[src/rtl/mem_arbiter_pkg.sv]
// Shared definitions for the memory arbiter: controller state encoding,
// requester identifiers and a small round-robin helper.
package mem_arbiter_pkg;

  // Controller states; IDLE and WAIT may last several cycles, the rest one.
  typedef enum logic [2:0] {
    ST_IDLE   = 3'd0,
    ST_ISSUE  = 3'd1,
    ST_SETTLE = 3'd2,
    ST_WAIT   = 3'd3,
    ST_DONE   = 3'd4
  } arb_state_e;

  // Requester identifiers: A is the interpreter, B is the loader/debug port.
  localparam logic REQ_A = 1'b0;
  localparam logic REQ_B = 1'b1;

  // The requester that is not the given one.
  function automatic logic rr_other(input logic id);
    return ~id;
  endfunction

endpackage

[src/rtl/rr_pick2.sv]
// Two-way round-robin chooser: a lone request wins outright, a tie goes to
// the requester that was not granted last.
module rr_pick2
  import mem_arbiter_pkg::*;
(
  input  logic req_a_i,
  input  logic req_b_i,
  input  logic last_i,
  output logic winner_o,
  output logic valid_o
);

  // Pick the winner from the current requests and the last grant.
  always_comb begin
    winner_o = REQ_A;
    valid_o  = req_a_i | req_b_i;
    if (req_a_i && req_b_i) begin
      winner_o = rr_other(last_i);
    end else if (req_a_i) begin
      winner_o = REQ_A;
    end else if (req_b_i) begin
      winner_o = REQ_B;
    end else begin
      winner_o = REQ_A;
    end
  end

endmodule

[src/rtl/mem_arbiter.sv]
// Arbitrates two requesters (A = interpreter, B = loader/debug) onto a single
// memory adaptor. One access is outstanding at a time; the winner's fields
// are latched at grant so the requester may change them afterwards.
module mem_arbiter
  import mem_arbiter_pkg::*;
#(
  parameter int logsize = 1
) (
  input  logic               clk,
  input  logic               reset,
  input  logic               a_req,
  input  logic [logsize-1:0] a_addr,
  input  logic [7:0]         a_wdata,
  input  logic               a_wselect,
  output logic               a_ack,
  output logic [7:0]         a_rdata,
  input  logic               b_req,
  input  logic [logsize-1:0] b_addr,
  input  logic [7:0]         b_wdata,
  input  logic               b_wselect,
  output logic               b_ack,
  output logic [7:0]         b_rdata,
  output logic [logsize-1:0] mem_addr,
  output logic [7:0]         mem_wdata,
  output logic               mem_wselect,
  output logic               mem_doit,
  input  logic               mem_busy,
  input  logic               mem_rvalid,
  input  logic [7:0]         mem_rdata
);

  arb_state_e         state_q, state_d;
  logic               owner_q, owner_d;
  logic               last_q, last_d;
  logic [logsize-1:0] addr_q, addr_d;
  logic [7:0]         wdata_q, wdata_d;
  logic               wsel_q, wsel_d;
  logic [7:0]         pend_q, pend_d;
  logic               seen_q, seen_d;
  logic [7:0]         a_rdata_q, a_rdata_d;
  logic [7:0]         b_rdata_q, b_rdata_d;
  logic               doit_q, doit_d;
  logic               a_ack_q, a_ack_d;
  logic               b_ack_q, b_ack_d;

  logic               pick_winner_s;
  logic               pick_valid_s;
  logic               capture_s;

  rr_pick2 u_rr_pick2 (
    .req_a_i  (a_req),
    .req_b_i  (b_req),
    .last_i   (last_q),
    .winner_o (pick_winner_s),
    .valid_o  (pick_valid_s)
  );

  // Read data is only accepted while a read is in flight at the adaptor.
  assign capture_s = ((state_q == ST_ISSUE) || (state_q == ST_SETTLE) ||
                      (state_q == ST_WAIT)) && !wsel_q && mem_rvalid;

  // Next-state, grant latching, read capture and registered output strobes.
  always_comb begin
    state_d   = state_q;
    owner_d   = owner_q;
    last_d    = last_q;
    addr_d    = addr_q;
    wdata_d   = wdata_q;
    wsel_d    = wsel_q;
    pend_d    = pend_q;
    seen_d    = seen_q;
    a_rdata_d = a_rdata_q;
    b_rdata_d = b_rdata_q;

    if (capture_s) begin
      pend_d = mem_rdata;
      seen_d = 1'b1;
    end else begin
      pend_d = pend_q;
    end

    case (state_q)
      ST_IDLE: begin
        if (!mem_busy && pick_valid_s) begin
          owner_d = pick_winner_s;
          last_d  = pick_winner_s;
          seen_d  = 1'b0;
          if (pick_winner_s == REQ_A) begin
            addr_d  = a_addr;
            wdata_d = a_wdata;
            wsel_d  = a_wselect;
          end else begin
            addr_d  = b_addr;
            wdata_d = b_wdata;
            wsel_d  = b_wselect;
          end
          state_d = ST_ISSUE;
        end else begin
          state_d = ST_IDLE;
        end
      end
      ST_ISSUE: begin
        state_d = ST_SETTLE;
      end
      // The adaptor raises busy one cycle after the strobe, so busy is not
      // trusted here.
      ST_SETTLE: begin
        state_d = ST_WAIT;
      end
      ST_WAIT: begin
        if (!mem_busy && (wsel_q || seen_q)) begin
          state_d = ST_DONE;
          if (!wsel_q) begin
            if (owner_q == REQ_A) begin
              a_rdata_d = pend_q;
            end else begin
              b_rdata_d = pend_q;
            end
          end else begin
            a_rdata_d = a_rdata_q;
          end
        end else begin
          state_d = ST_WAIT;
        end
      end
      ST_DONE: begin
        state_d = ST_IDLE;
      end
      default: begin
        state_d = ST_IDLE;
      end
    endcase

    doit_d  = (state_d == ST_ISSUE);
    a_ack_d = (state_d == ST_DONE) && (owner_q == REQ_A);
    b_ack_d = (state_d == ST_DONE) && (owner_q == REQ_B);
  end

  // State and datapath registers with synchronous reset; a reset mid-access
  // drops the access without an acknowledge.
  always_ff @(posedge clk) begin
    if (reset) begin
      state_q   <= ST_IDLE;
      owner_q   <= REQ_A;
      last_q    <= REQ_B;
      addr_q    <= {logsize{1'b0}};
      wdata_q   <= 8'h00;
      wsel_q    <= 1'b0;
      pend_q    <= 8'h00;
      seen_q    <= 1'b0;
      a_rdata_q <= 8'h00;
      b_rdata_q <= 8'h00;
      doit_q    <= 1'b0;
      a_ack_q   <= 1'b0;
      b_ack_q   <= 1'b0;
    end else begin
      state_q   <= state_d;
      owner_q   <= owner_d;
      last_q    <= last_d;
      addr_q    <= addr_d;
      wdata_q   <= wdata_d;
      wsel_q    <= wsel_d;
      pend_q    <= pend_d;
      seen_q    <= seen_d;
      a_rdata_q <= a_rdata_d;
      b_rdata_q <= b_rdata_d;
      doit_q    <= doit_d;
      a_ack_q   <= a_ack_d;
      b_ack_q   <= b_ack_d;
    end
  end

  assign mem_addr    = addr_q;
  assign mem_wdata   = wdata_q;
  assign mem_wselect = wsel_q;
  assign mem_doit    = doit_q;
  assign a_ack       = a_ack_q;
  assign b_ack       = b_ack_q;
  assign a_rdata     = a_rdata_q;
  assign b_rdata     = b_rdata_q;

endmodule

[config.mk]
export PLATFORM = sky130hd
export DESIGN_NAME = mem_arbiter
export DESIGN_NICKNAME = d
export VERILOG_FILES = /design/src/rtl/mem_arbiter_pkg.sv /design/src/rtl/rr_pick2.sv /design/src/rtl/mem_arbiter.sv
export SDC_FILE = /design/constraint.sdc
export NUM_CORES = 1
export LEC_CHECK = 0
export ABC_AREA = 1
export BUFFER_PORTS_ARGS = -buffer_cell sky130_fd_sc_hd__buf_2
export CAP_MARGIN = 0
export CORE_UTILIZATION = 47
export DETAILED_ROUTE_END_ITERATION = 7
export PLACE_DENSITY = 0.83
export SYNTH_ARGS = -nofsm -noshare
export SYNTH_HDL_FRONTEND = slang
export SYNTH_SLANG_ARGS = --single-unit
[constraint.sdc]
create_clock -name clk -period 1.24 [get_ports clk]
set_input_delay 0.186 -clock clk [delete_from_list [all_inputs] [get_ports clk]]
set_output_delay 0.186 -clock clk [all_outputs]
set_load 0.05 [all_outputs]
==> results.json <==
{
  "die-area_mm2": 0.00486,
  "antenna_found_initial": 0,
  "cp-start-kind": "register",
  "vias": 1936,
  "synthesis.nets": 318,
  "gp_congestion": 0.782,
  "place_ws_ps": -1.98,
  "htreeDepth": 2,
  "max_stage_delay_ps": 340,
  "fin_worst_skew_ps": 5.50,
  "layout.nets": 389,
  "post-route-util_pct": 62.0,
  "root_buffer": "clkbuf_8",
  "timing.final.crit_share_pct": 96.3,
  "crit_start": "state_q[0]$_SDFF_PP0_",
  "dp_hpwl_mm": 3.15,
  "hold_path.class": "in2reg",
  "first_pass_iters": 4,
  "maxCapViolCount": 0,
  "antenna_cells": 0,
  "cp.arrival_ps": 1430,
  "portBuffers": 62,
  "end_kind": "register",
  "slew_violations": 0,
  "core_area_mm2": 0.00438,
  "ys_seq_area_share_pct": 40.0,
  "power_per_cell_area_mw_per_mm2": 1170,
  "wl_per_cell_um": 11.1,
  "cp_data_required_time_ps": 1480,
  "clkTransAtPathRegs_ps": 80,
  "yosys_warnings": 0,
  "status": "completed",
  "hold_buffers": 0,
  "viasPerCell": 4.75,
  "avgSynthCellArea_um2": 7.59,
  "cts.sink_count": 43,
  "start_util_pct": 49.1,
  "ios": 63,
  "grt_pass1_vias": 1784,
  "setup_slack_ps": 45.9,
  "holdWs_ps": 159,
  "netlist-cell-type-count": 24,
  "die_width_um": 69.7,
  "rsz0062_at_grt": "true",
  "area_growth_pct": 26.2,
  "netlist_instances": 284,
  "layout_commonest_cell": "nand2_1",
  "grt-ovfl-total": 0,
  "postRouteAntennaNets": 0,
  "synth.cell_area_mm2": 0.00215,
  "clock.fmax_ghz": 0.837,
  "cp_max_fo": 9,
  "drive_above_1_share_pct": 35.4,
  "ys_ff_latch": 43,
  "drt_iter0_drc": 118,
  "die_y_um": 69.7,
  "path_cells": "nor2_2 -> nand3_4 -> nor2_4 -> buf_12 -> nand2_4 -> nand2_1",
  "drc_errors": 0,
  "tightest_slew_ps": 477,
  "cts_made_buffers": 5,
  "worstSetupPathType": "reg2reg",
  "layout_common_cells": "nand2_1 (68), buf_2 (61), inv_1 (42), dfxtp_1 (39), nand3_1 (29)",
  "ir_worst_vdd_v": 0.000630,
  "grt_max_degree": 30,
  "r2r_start": "state_q[0]$_SDFF_PP0_",
  "grt_pass1_wl_mm": 7.58,
  "slew_headroom_pct": 68.2,
  "totalWireLength_mm": 4.53,
  "clockBufferDepth": 2,
  "cts_tree": "done",
  "post-route-min-period_ps": 1190,
  "hold_start": "mem_rdata[4]",
  "fin_setup_tns_ps": 0,
  "rows": 24,
  "p_leak_nw": 1.39,
  "finalSetupViolations": 0,
  "crit_slowest_cell": "dfxtp_1",
  "grt_usage_pct": 19.3,
  "hold_viol": 0,
  "clk_latency_ps": 290
}
-- metal layers --
metal	part of all wire (%)	up-vias	track usage, %	routed length [µm]
met5	0	-	0	0
met2	48	70	34.4	2180
met4	1.7	0	8.22	77
met3	6.1	9	3.20	276
met1	44	825	22.9	1990
li1	-	1032	-	-
-- cells by family after synthesis --
logic type | count (synthesis) | synth area share, %
and+or+nand+nor | 172 | 45.2
DFF | 43 | 40.0
buffers and inverters | 56 | 11.8
AOI/OAI and AO/OA | 13 | 3.02
-- final timing paths --
| check | end | slack [ps] | depth (start not counted) |
|---|---|---|---|
| max | mem_wselect$_SDFFE_PP0P_ | 50 | 6 |
| min | pend_q[4]$_SDFFE_PP0P_ | 160 | 3 |
| max reg2reg | mem_wselect$_SDFFE_PP0P_ | 50 | 6 |
| min reg2reg | pend_q[1]$_SDFFE_PP0P_ | 460 | 2 |
-- registers in the layout, indices dropped and copies added (netlist names) --
signal,count
a_rdata,8
b_rdata,8
mem_wdata,8
pend_q,8
state_q,3
a_ack,1
b_ack,1
last_q,1
mem_addr,1
mem_doit,1
mem_wselect,1
owner_q,1
seen_q,1
-- stage by stage --
step / total power, mW / cell area, µm² / std cells
finish: 3.18 / 2720 / 408
global route: 3.31 / 2720 / 408
CTS: 3.17 / 2660 / 403
detailed placement: 2.10 / 2500 / 392
global placement: 2.09 / 2500 / 392
floorplan: 1.95 / 2160 / 284
-- layout make-up --
class / instances / area (µm²)
fill: 407 / 1660
multi-input combinational: 187 / 1070
tap: 52 / 65.1
inverter: 44 / 165
timing repair buffer: 74 / 444
clock buffer: 7 / 76.3
clock inverter: 1 / 30.0
sequential: 43 / 868
-- power breakdown --
group	switching (mW)	internal, mW	leakage, nW
logic	0.410	0.218	0.982
clock network	0.462	0.603	0.0524
registers	0.0487	1.44	0.351
-- critical path: cells and delay by family (launching register included) --
kind	cells	cell delay, ps
simple gates	5	610
flops	1	340
buf+inv	1	180
-- synth_stat cells, drive strengths merged --
master	instances	area [µm²]
or2	2	12.5
clkbuf	1	3.75
nand3	32	198
nand4	17	106
o21ai	1	5.00
nand2	90	430
nor2	29	206
buf	11	86.3
nor3	2	20.0
a21oi	12	60.1
dfxtp	43	861
inv	44	165
-- timing repair --
item | in CTS | in global routing
resized for setup | 3 | 6
pin swaps | 4 | 3
gates cloned | 0 | 2
endpoints found under the setup margin | 5 | 32
setup buffers | 3 | 3
Power figures use the tool's default switching activity.
